<file path="config.mk">
export PLATFORM = sky130hd
export DESIGN_NAME = video_overlay_mixer
export DESIGN_NICKNAME = d
export VERILOG_FILES = /design/src/rtl/vp415_video_pkg.sv /design/src/rtl/channel_fader.sv /design/src/rtl/video_overlay_mixer.sv
export SDC_FILE = /design/constraint.sdc
export NUM_CORES = 1
export LEC_CHECK = 0
export BUFFER_PORTS_ARGS = -buffer_cell sky130_fd_sc_hd__buf_2
export CAP_MARGIN = 5
export CORE_MARGIN = 2
export CORE_UTILIZATION = 39
export CTS_BUF_LIST = sky130_fd_sc_hd__clkbuf_4 sky130_fd_sc_hd__clkbuf_8
export CTS_CLUSTER_DIAMETER = 50
export CTS_CLUSTER_SIZE = 40
export DETAILED_ROUTE_END_ITERATION = 7
export SLEW_MARGIN = 20
export SYNTH_ARGS = -nofsm -noshare
export SYNTH_HDL_FRONTEND = slang
export SYNTH_SLANG_ARGS = --single-unit
</file>
<file path="constraint.sdc">
create_clock -name clk -period 5.6 [get_ports clk]
set_clock_uncertainty 0.2 [all_clocks]
set_input_delay 0.28 -clock clk [delete_from_list [all_inputs] [get_ports clk]]
set_output_delay 0.28 -clock clk [all_outputs]
set_load 0.005 [all_outputs]
</file>
<file path="src/rtl/vp415_video_pkg.sv">
// Shared types and helpers for the SCART video output path: mix modes,
// control FSM states and overlay bit-depth expansion.
package vp415_video_pkg;

    typedef enum logic [1:0] {
        MODE_PI_ONLY  = 2'd0,
        MODE_OVL_ONLY = 2'd1,
        MODE_KEYED    = 2'd2,
        MODE_BLEND    = 2'd3
    } mode_t;

    typedef enum logic [0:0] {
        STEADY = 1'b0,
        FADING = 1'b1
    } ctrl_state_t;

    localparam int MAX_BITS = 16;

    // MSB-first replication of an ob-bit value across cb bits (1 -> all ones, 2'b10 -> 101010)
    function automatic logic [MAX_BITS-1:0] expand_bits(input logic [MAX_BITS-1:0] value,
                                                        input int ob, input int cb);
        logic [MAX_BITS-1:0] res;
        int idx;
        res = '0;
        for (int j = 0; j < MAX_BITS; j++) begin
            idx    = (j < cb) ? (ob - 1 - ((cb - 1 - j) % ob)) : 0;
            res[j] = (j < cb) ? value[idx] : 1'b0;
        end
        return res;
    endfunction

endpackage

</file>
<file path="src/rtl/channel_fader.sv">
// One colour channel of the crossfade: weights the old-mode and new-mode
// pixels by alpha out of 2^FADE_LOG2 and registers the blanked result.
module channel_fader
#(
    parameter int CB        = 6,
    parameter int FADE_LOG2 = 2
)
(
    input  logic                 clk,
    input  logic                 reset,
    input  logic                 pixel_en,
    input  logic                 de,
    input  logic [CB-1:0]        old_px,
    input  logic [CB-1:0]        new_px,
    input  logic [FADE_LOG2:0]   alpha,
    output logic [CB-1:0]        px
);

    localparam int W = CB + FADE_LOG2 + 1;
    localparam logic [W-1:0] FULL = W'(1 << FADE_LOG2);

    logic [W-1:0]  weightedSum_s;
    logic [CB-1:0] mixed_s;

    // Weighted sum, truncated back to channel width
    always_comb begin
        weightedSum_s = W'(old_px) * (FULL - W'(alpha)) + W'(new_px) * W'(alpha);
        mixed_s       = CB'(weightedSum_s >> FADE_LOG2);
    end

    // Output register, forced to black outside the active picture
    always_ff @(posedge clk or posedge reset) begin
        if (reset) begin
            px <= '0;
        end else if (pixel_en) begin
            px <= de ? mixed_s : '0;
        end else begin
            px <= px;
        end
    end

endmodule

</file>
<file path="src/rtl/video_overlay_mixer.sv">
// Mixes Pi DPI video with the AIV overlay into one SCART RGB stream; mode
// switches land on field boundaries with an optional multi-field crossfade.
module video_overlay_mixer
    import vp415_video_pkg::*;
#(
    parameter int CB           = 6,
    parameter int OB           = 1,
    parameter int FADE_LOG2    = 2,
    parameter int DEFAULT_MODE = 0
)
(
    input  logic          clk,
    input  logic          reset,
    input  logic          pixel_en,
    input  logic          vsync,
    input  logic          display_enable,
    input  logic [CB-1:0] pi_red,
    input  logic [CB-1:0] pi_green,
    input  logic [CB-1:0] pi_blue,
    input  logic [OB-1:0] ovl_red,
    input  logic [OB-1:0] ovl_green,
    input  logic [OB-1:0] ovl_blue,
    input  logic [1:0]    mode_req,
    input  logic          mode_req_valid,
    output logic [CB-1:0] red_out,
    output logic [CB-1:0] green_out,
    output logic [CB-1:0] blue_out,
    output logic          de_out,
    output logic [1:0]    mode_active,
    output logic          fading
);

    localparam int AW = FADE_LOG2 + 1;
    localparam mode_t RESET_MODE = mode_t'(2'(DEFAULT_MODE));
    localparam logic [AW-1:0] ALPHA_LAST = AW'((1 << FADE_LOG2) - 1);

    ctrl_state_t   state_r, nextState_s;
    mode_t         modeActive_r, nextActive_s, oldMode_r, nextOld_s, pendMode_r, nextPendMode_s;
    logic          pendValid_r, nextPendValid_s, pendClear_s;
    logic [AW-1:0] alpha_r, nextAlpha_s;
    logic          vsyncPrev_r, vsyncEdge_s;

    logic [CB-1:0] piR1_r, piG1_r, piB1_r;
    logic [OB-1:0] ovlR1_r, ovlG1_r, ovlB1_r;
    logic          de1_r;
    logic [CB-1:0] ovlExpR_s, ovlExpG_s, ovlExpB_s;
    logic          key_s;

    logic [CB-1:0] oldR2_r, oldG2_r, oldB2_r, newR2_r, newG2_r, newB2_r;
    logic [AW-1:0] alpha2_r;
    logic          de2_r;

    function automatic logic [CB-1:0] mixPixel(input mode_t mode, input logic [CB-1:0] pi,
                                               input logic [CB-1:0] ovl, input logic key);
        logic [CB:0]   sum;
        logic [CB-1:0] res;
        sum = {1'b0, pi} + {1'b0, ovl};
        case (mode)
            MODE_PI_ONLY:  res = pi;
            MODE_OVL_ONLY: res = ovl;
            MODE_KEYED:    res = key ? ovl : pi;
            MODE_BLEND:    res = CB'(sum >> 1);
            default:       res = pi;
        endcase
        return res;
    endfunction

    assign vsyncEdge_s = vsync & ~vsyncPrev_r;
    assign mode_active = modeActive_r;
    assign fading      = (state_r == FADING);

    // Field-boundary control: pending request capture, mode switch and fade stepping
    always_comb begin
        nextState_s     = state_r;
        nextActive_s    = modeActive_r;
        nextOld_s       = oldMode_r;
        nextAlpha_s     = alpha_r;
        pendClear_s     = 1'b0;
        case (state_r)
            STEADY: begin
                if (vsyncEdge_s && pendValid_r) begin
                    pendClear_s = 1'b1;
                    if (pendMode_r != modeActive_r) begin
                        nextActive_s = pendMode_r;
                        if (FADE_LOG2 > 0) begin
                            nextOld_s   = modeActive_r;
                            nextAlpha_s = AW'(1);
                            nextState_s = FADING;
                        end else begin
                            nextOld_s   = pendMode_r;
                        end
                    end else begin
                        nextActive_s = modeActive_r;
                    end
                end else begin
                    pendClear_s = 1'b0;
                end
            end
            FADING: begin
                if (vsyncEdge_s && (alpha_r == ALPHA_LAST)) begin
                    nextOld_s   = modeActive_r;
                    nextAlpha_s = '0;
                    nextState_s = STEADY;
                end else if (vsyncEdge_s) begin
                    nextAlpha_s = alpha_r + AW'(1);
                end else begin
                    nextAlpha_s = alpha_r;
                end
            end
            default: begin
                nextState_s = STEADY;
                nextAlpha_s = '0;
                nextOld_s   = modeActive_r;
            end
        endcase
        // A request coinciding with an edge is captured after that edge's decision
        if (mode_req_valid) begin
            nextPendValid_s = 1'b1;
            nextPendMode_s  = mode_t'(mode_req);
        end else if (pendClear_s) begin
            nextPendValid_s = 1'b0;
            nextPendMode_s  = pendMode_r;
        end else begin
            nextPendValid_s = pendValid_r;
            nextPendMode_s  = pendMode_r;
        end
    end

    // Control state registers; vsync edge detection runs every clk
    always_ff @(posedge clk or posedge reset) begin
        if (reset) begin
            state_r      <= STEADY;
            modeActive_r <= RESET_MODE;
            oldMode_r    <= RESET_MODE;
            pendMode_r   <= RESET_MODE;
            pendValid_r  <= 1'b0;
            alpha_r      <= '0;
            vsyncPrev_r  <= 1'b0;
        end else begin
            state_r      <= nextState_s;
            modeActive_r <= nextActive_s;
            oldMode_r    <= nextOld_s;
            pendMode_r   <= nextPendMode_s;
            pendValid_r  <= nextPendValid_s;
            alpha_r      <= nextAlpha_s;
            vsyncPrev_r  <= vsync;
        end
    end

    // Overlay expansion and colour key for the stage-1 pixel
    always_comb begin
        ovlExpR_s = CB'(expand_bits(MAX_BITS'(ovlR1_r), OB, CB));
        ovlExpG_s = CB'(expand_bits(MAX_BITS'(ovlG1_r), OB, CB));
        ovlExpB_s = CB'(expand_bits(MAX_BITS'(ovlB1_r), OB, CB));
        key_s     = (|ovlR1_r) | (|ovlG1_r) | (|ovlB1_r);
    end

    // Stages 1 and 2: input capture, then per-mode pixels with alpha carried alongside
    always_ff @(posedge clk or posedge reset) begin
        if (reset) begin
            {piR1_r, piG1_r, piB1_r, ovlR1_r, ovlG1_r, ovlB1_r, de1_r} <= '0;
            {oldR2_r, oldG2_r, oldB2_r, newR2_r, newG2_r, newB2_r}     <= '0;
            alpha2_r <= '0;
            de2_r    <= 1'b0;
            de_out   <= 1'b0;
        end else if (pixel_en) begin
            piR1_r   <= pi_red;
            piG1_r   <= pi_green;
            piB1_r   <= pi_blue;
            ovlR1_r  <= ovl_red;
            ovlG1_r  <= ovl_green;
            ovlB1_r  <= ovl_blue;
            de1_r    <= display_enable;
            oldR2_r  <= mixPixel(oldMode_r, piR1_r, ovlExpR_s, key_s);
            oldG2_r  <= mixPixel(oldMode_r, piG1_r, ovlExpG_s, key_s);
            oldB2_r  <= mixPixel(oldMode_r, piB1_r, ovlExpB_s, key_s);
            newR2_r  <= mixPixel(modeActive_r, piR1_r, ovlExpR_s, key_s);
            newG2_r  <= mixPixel(modeActive_r, piG1_r, ovlExpG_s, key_s);
            newB2_r  <= mixPixel(modeActive_r, piB1_r, ovlExpB_s, key_s);
            alpha2_r <= alpha_r;
            de2_r    <= de1_r;
            de_out   <= de2_r;
        end else begin
            de_out   <= de_out;
        end
    end

    channel_fader #(.CB(CB), .FADE_LOG2(FADE_LOG2)) u_fadeRed (
        .clk(clk), .reset(reset), .pixel_en(pixel_en), .de(de2_r),
        .old_px(oldR2_r), .new_px(newR2_r), .alpha(alpha2_r), .px(red_out));

    channel_fader #(.CB(CB), .FADE_LOG2(FADE_LOG2)) u_fadeGreen (
        .clk(clk), .reset(reset), .pixel_en(pixel_en), .de(de2_r),
        .old_px(oldG2_r), .new_px(newG2_r), .alpha(alpha2_r), .px(green_out));

    channel_fader #(.CB(CB), .FADE_LOG2(FADE_LOG2)) u_fadeBlue (
        .clk(clk), .reset(reset), .pixel_en(pixel_en), .de(de2_r),
        .old_px(oldB2_r), .new_px(newB2_r), .alpha(alpha2_r), .px(blue_out));

endmodule

</file>
==> metrics.csv, run 1 <==
stage;metric;value;unit
worst_setup_path;CP max FO;18;
sta;final setup violation count;0;
synth;number of synthesized flops with an enable pin;0;
cells_and_area;final instance area;9440;µm²
clocking;cts repair resizes;0;
place;RePlAce Congestion;0.837;
floorplan;Ports;51;
clocking;Clock Pin Slew Worst Setup and Hold Paths;0.10;ns
synth;Post-Syn Area per Cell;9.61;µm²
clocking;Skew-Pair Late Insertion Delay;0.39;ns
worst_setup_path;stages on the worst setup path;18;
power_and_ir_drop;pwr dens;635;nW/µm²
worst_setup_path;WP buf/inv;4;
run_status;outcome;completed;
worst_setup_path;WS Path Type;reg -> reg;
cells_and_area;Layout area overhead;11.3;%
sta;Hold Violations, Final;0;
grt;vias in the first global route;6168;
sta;Fmax;0.196;GHz
synth;FFs w/ async S/R, synth;100;%
cells_and_area;commonest non-fill, non-tap cells in the layout;inv_1, dfrtp_1, fa_1;
grt;GRT Total Usage;17.3;%
worst_setup_path;crit end category;register;
clocking;clk sinks;93;
power_and_ir_drop;maximum VDD drop;0.324;mV
synth;Synthesized Nets;1055;
grt;aggregate global routing overflow;0;
worst_setup_path;slowest stage delay, CP;0.66;ns
worst_setup_path;FF-to-FF Start;alpha2_r[0];
synth;Netlist cell types;43;
grt;first-pass GRT wire length;31400;µm
route;Vias;6104;
worst_setup_path;CP top delay family;adder cells;
cells_and_area;commonest non-fill, non-tap cell in the layout;inv_1;
grt;initial antenna violation count;0;
clocking;CTS H-Tree Depth;3;
cells_and_area;final core utilization;44.6;%
route;DRC viols;0;
worst_setup_path;R2R cell count;18;
worst_setup_path;flop2flop setup slack;0.49;ns
route;wire per inst;15.0;µm
route;Post-Route WL;18300;µm
sta;Rel. slew slack;44.2;%
synth;synthesized area;8480;µm²
synth;top-area cell type share of the netlist area;27.4;%
route;Final ANT Viol Nets;0;
floorplan;DIE WIDTH;151;µm
power_and_ir_drop;P_leak;4.56;nW
power_and_ir_drop;Pwr Total;6.00;mW
cells_and_area;Final #Nets;1109;
route;DR vias/cell;5.02;
synth;synth warn;0;
worst_setup_path;Arr. time, crit path;5.20;ns
place;input/output buffers;50;
sta;setup_tns;0;ns
sta;Slew @ Worst Pin;0.837;ns
floorplan;Core ar.;21200;µm²
synth;#FFs+latches synth;93;
floorplan;Die Ht;151;µm
synth;ranking of synthesized cells by area;dfrtp_1, fa_1, ha_1, and2_1, inv_1;
worst_setup_path;most frequent CP cell;inv_1;
floorplan;Initial Util;40.1;%
clocking;CTS Buffer Depth;2;
worst_setup_path;Critical-path top delay cell;xor2_2;
grt;largest net degree at the start of global routing;67;
synth;register area share after synthesis;27.4;%
sta;RSZ-0062 raised after global routing;false;
floorplan;area of the die;22900;µm²
floorplan;Placement Rows;53;
synth;top_reg_cell synth;dfrtp_1;
job;Max-Cap Viols;0;
worst_setup_path;CP startpoint;alpha2_r[0];
sta;fin crit period;5.11;ns
cells_and_area;n_diodes;0;
place;Area after DPL;8960;µm²
worst_setup_path;R2R Path End;u_fadeBlue.px[5];
clocking;total CTS buffers;9;
worst_setup_path;Worst Path Required;5.69;ns
clocking;CTS tree;yes;
sta;Final period util;91.3;%
worst_setup_path;crit path cell chain;inv_1 > ha_1 > xor2_2 > nand2_1 > fa_1 > inv_1 > ha_1 > inv_1 > fa_1 > inv_1 > fa_1 > ha_1 > a21o_1 > a21oi_1 > o21bai_1 > a21oi_1 > xnor2_1 > o31ai_1;
route;First-pass DRT Iterations;5;
cells_and_area;share of cells above drive strength 1;11.8;%
sta;Slew Limit Fails;0;
cells_and_area;fill count;2067;
place;hpwl dp;13800;µm
min_path;Hold Crit Class;in -> reg;
sta;final hold slack;0.117;ns
synth;largest area contributor in the netlist;dfrtp_1;
synth;Syn Inst Count;883;
clocking;root buf cell;clkbuf_8;
worst_setup_path;CP Launch Type;register;
route;Iteration-0 DRC Markers;249;
worst_setup_path;CP endpoint;u_fadeBlue.px[5];
[worst reg2reg max path, delay by kind of cell (launching register included)]
kind                       cells  cell delay [ns]
AOI/OAI and AO/OA              5             0.85
xor gates and xnor gates       2             0.75
adders and majority gates      6             2.35
buffers and inverters          4             0.32
DFF                            1             0.39
and+or+nand+nor                1             0.17
[area by class of cell]
cell class              count  area, µm²  area share, %
clock inverters             5       41.3          0.437
multi-input cells         632       5560           58.9
clock buffers              11        145           1.54
well taps                 275        344           3.64
flip-flops and latches     93       2330           24.6
inverters                 116        438           4.64
repair buffers             85        588           6.23
[synth_stat cells, types with 4 or more instances]
master    instances
a211oi_1          4
a21o_1           15
a21oi_1          61
a221oi_1         22
a22o_1           12
and2_1           76
buf_2             4
clkbuf_1         35
dfrtp_1          93
fa_1             78
ha_1             65
inv_1           116
mux2_2           33
nand2_1          61
nand2b_1          9
nor2_1           57
nor2b_1           6
o21ai_0          28
o21bai_1          6
o221ai_1          4
o31ai_1           4
xnor2_1          32
xor2_1           23
[stage by stage]
step                instances  setup WS [ns]
floorplan                 883          0.772
global placement         1172          0.642
detailed placement       1172          0.496
CTS                      1217          0.453
global route             1217         0.0640
finish                   1217          0.487
[per-layer routing]
metal / wire length (µm) / up-vias / track usage [%]
met5: 0 / - / 0
met4: 180 / 0 / 3.36
met3: 616 / 16 / 2.90
met2: 7890 / 108 / 27.0
met1: 9570 / 2955 / 25.5
li1: - / 3025 / -
[kinds of logic (layout without fill, tap and decap cells)]
logic type / count (synthesis) / after routing / synth area share, %
compound gates: 175 / 175 / 13.5
xor+xnor: 59 / 59 / 6.67
fa+ha+maj: 143 / 143 / 28.0
buf+inv: 158 / 217 / 7.05
flops: 93 / 93 / 27.4
mux: 33 / 33 / 4.38
simple gates: 222 / 222 / 13.0
[power breakdown]
part           total [mW]  switching [mW]  internal (mW)
clock               0.438           0.255          0.183
sequential           1.24           0.345          0.893
combinational        4.32            2.33           2.00
[repair_timing]
action | CTS | global route
setup buffers | 0 | 0
hold endpoints to repair | 53 | 0
hold buffers | 29 | 0
[worst min-delay path by stage]
stage / from / end / slack [ns] / cells after the start
global placement: reset / piR1_r[3] / 0.09 / 2
finish: pixel_en / oldG2_r[0] / 0.12 / 2
global route: pixel_en / oldG2_r[3] / 0.13 / 2
detailed placement: reset / piR1_r[3] / 0.09 / 2
CTS: pixel_en / oldR2_r[0] / 0.10 / 2
floorplan: vsync / vsyncPrev_r / 0.11 / 0
Note: power is estimated with default switching activity, not from simulation.
==> run 2, diff against run 1 <==
- CELL_PAD_IN_SITES_DETAIL_PLACEMENT: default -> 2
- CELL_PAD_IN_SITES_GLOBAL_PLACEMENT: default -> 2
- PLACE_DENSITY_LB_ADDON: default -> 0.1
- clock period: 5.6 -> 4.8 ns (I/O delays scaled with it)
==> run 2 against run 1 <==
Effect of this change:
- worst setup slack lost 0.39 ns
- sequential cell count is the same
- final area grew 5.6%
- die area is the same
- sequential share of layout area shrank 1.3 points
- critical endpoint is now u_fadeGreen.px[5]
- core utilization grew 2.5 points
- routed wire length grew 40%
- largest cell class unchanged
- register-to-register slack lost 0.39 ns
- critical path depth is the same
- worst hold slack gained 0.073 ns
==> metrics.csv, run 2 (same netlist as run 1, synthesis figures left out) <==
stage;metric;value;unit;change
floorplan;area of the die;22900;µm²;unchanged
clocking;Skew-Pair Late Insertion Delay;0.41;ns;+0.02 ns
route;DRC viols;0;;unchanged
sta;Final period util;97.9;%;+6.6 points
floorplan;Ports;51;;unchanged
cells_and_area;Finished Layout Cells;1251;;+2.8%
worst_setup_path;slowest stage delay, CP;0.55;ns;-0.11 ns
route;Final ANT Viol Nets;0;;unchanged
cells_and_area;Final #Nets;1143;;+3.1%
clocking;CTS tree;yes;;
cells_and_area;share of cells above drive strength 1;17.7;%;+5.9 points
floorplan;Initial Util;40.1;%;unchanged
sta;Slew @ Worst Pin;1.05;ns;+0.210 ns
place;pre-CTS setup slack;-0.238;ns;-0.734 ns
place;hpwl dp;18200;µm;+31%
clocking;total CTS buffers;9;;unchanged
floorplan;DIE WIDTH;151;µm;unchanged
cells_and_area;final core utilization;47.2;%;+2.5 points
min_path;Hold Crit Class;in -> reg;;
grt;GRT Total Usage;22.2;%;+4.9 points
cells_and_area;Layout area overhead;17.6;%;
clocking;Clock Pin Slew Worst Setup and Hold Paths;0.12;ns;+0.02 ns
worst_setup_path;Critical-path top delay cell;fa_1;;
place;dpl cells;1190;;+1.5%
place;input/output buffers;50;;unchanged
worst_setup_path;WP buf/inv;6;;+2
clocking;CTS Buffer Depth;2;;unchanged
sta;Fmax;0.213;GHz;+8.8%
worst_setup_path;Worst Path Required;4.91;ns;-0.78 ns
sta;fin crit period;4.70;ns;-0.414 ns
sta;Hold Violations, Final;0;;unchanged
cells_and_area;commonest non-fill, non-tap cells in the layout;inv_1, dfrtp_1, fa_1;;
worst_setup_path;WS Path Type;reg -> reg;;
worst_setup_path;CP top delay family;adder cells;;
grt;vias in the first global route;7432;;+20%
floorplan;Placement Rows;53;;unchanged
route;Post-Route WL;25500;µm;+40%
place;RePlAce Congestion;0.816;;-2.4%
sta;setup ws final;0.101;ns;-0.386 ns
clocking;CTS H-Tree Depth;3;;unchanged
sta;final setup violation count;0;;unchanged
route;Vias;6668;;+9.2%
floorplan;Die Ht;151;µm;unchanged
cells_and_area;n_diodes;0;;unchanged
worst_setup_path;Arr. time, crit path;4.81;ns;-0.39 ns
cells_and_area;commonest non-fill, non-tap cell in the layout;inv_1;;
floorplan;Core ar.;21200;µm²;unchanged
cells_and_area;fill count;2240;;+8.4%
clocking;root buf cell;clkbuf_8;;
sta;Slew Limit Fails;0;;unchanged
sta;setup_tns;0;ns;unchanged
grt;aggregate global routing overflow;0;;unchanged
worst_setup_path;crit path cell chain;inv_2 > ha_4 > xor2_4 > buf_12 > nand2_1 > fa_1 > inv_1 > fa_1 > fa_1 > inv_1 > fa_1 > inv_1 > ha_1 > inv_1 > o21bai_1 > a21oi_1 > xnor2_1 > o31ai_1;;
job;Max-Cap Viols;0;;unchanged
worst_setup_path;CP max FO;5;;-13
grt;largest net degree at the start of global routing;98;;+46%
worst_setup_path;CP Launch Type;register;;
route;wire per inst;20.4;µm;+36%
route;Iteration-0 DRC Markers;228;;-8.4%
route;First-pass DRT Iterations;4;;-1
grt;first-pass GRT wire length;39300;µm;+25%
clocking;clk sinks;93;;unchanged
sta;Rel. slew slack;30.2;%;-14 points
route;DR vias/cell;5.33;;+6.3%
run_status;outcome;completed;;
grt;initial antenna violation count;0;;unchanged
worst_setup_path;crit end category;register;;
==> run 2: per-layer routing <==
layer | GRT usage [%] | wire length [µm]
met1 | 28.4 | 11000
met2 | 40.0 | 13300
met3 | 2.07 | 693
met4 | 6.21 | 499
met5 | 0 | 0
==> run 2: worst paths after layout <==
| kind | endpoint | startpoint | slack (ns) | depth (start not counted) |
|---|---|---|---|---|
| max in group asynchronous | u_fadeBlue.px[5] | reset | 3.09 | 4 |
| max reg2reg | u_fadeGreen.px[5] | alpha2_r[1] | 0.10 | 18 |
| min in group asynchronous | ovlR1_r | reset | 0.21 | 3 |
| min | newR2_r[2] | pixel_en | 0.19 | 4 |
| min reg2reg | de_out | de_out | 0.29 | 1 |
| max | u_fadeGreen.px[5] | alpha2_r[1] | 0.10 | 18 |
==> run 2: worst register-to-register path, stage by stage, from the launching register on <==
cell and delay (ns):
dfrtp_1 0.43, inv_2 0.11, ha_4 0.22, xor2_4 0.21, buf_12 0.14, nand2_1 0.08, fa_1 0.51, inv_1 0.06
fa_1 0.48, fa_1 0.55, inv_1 0.05, fa_1 0.53, inv_1 0.04, ha_1 0.29, inv_1 0.06, o21bai_1 0.15
a21oi_1 0.09, xnor2_1 0.13, o31ai_1 0.26
==> run 2: timing repair <==
| action | 4_1_cts | 5_1_grt |
|---|---|---|
| cloned | 1 | 2 |
| pin swaps | 0 | 35 |
| endpoints found under the hold margin | 69 | 0 |
| buffers inserted | 1 | 12 |
| gates resized for setup | 6 | 32 |
| hold buffers | 29 | 0 |
| setup endpoints to repair | 9 | 9 |
==> run 2: through the flow <==
step	hold slack, ns	instance area [µm²]
after floorplan	0.0714	8480
after global placement	0.115	9100
after detailed placement	0.125	9100
after CTS	0.185	9690
after global routing	0.219	9970
final	0.190	9970
==> run 2: cell type report <==
cell class / instances / area, µm² / share of cell area (%)
Timing Repair Buffer: 117 / 890 / 8.92
Multi-Input combinational cell: 634 / 5750 / 57.6
Clock buffer: 9 / 124 / 1.24
Clock inverter: 7 / 103 / 1.03
Inverter: 116 / 438 / 4.39
Tap cell: 275 / 344 / 3.45
Sequential cell: 93 / 2330 / 23.3
Power of run 2 is not shown: default switching activity piles up to over one toggle a cycle in this logic, so the estimate is an artifact.
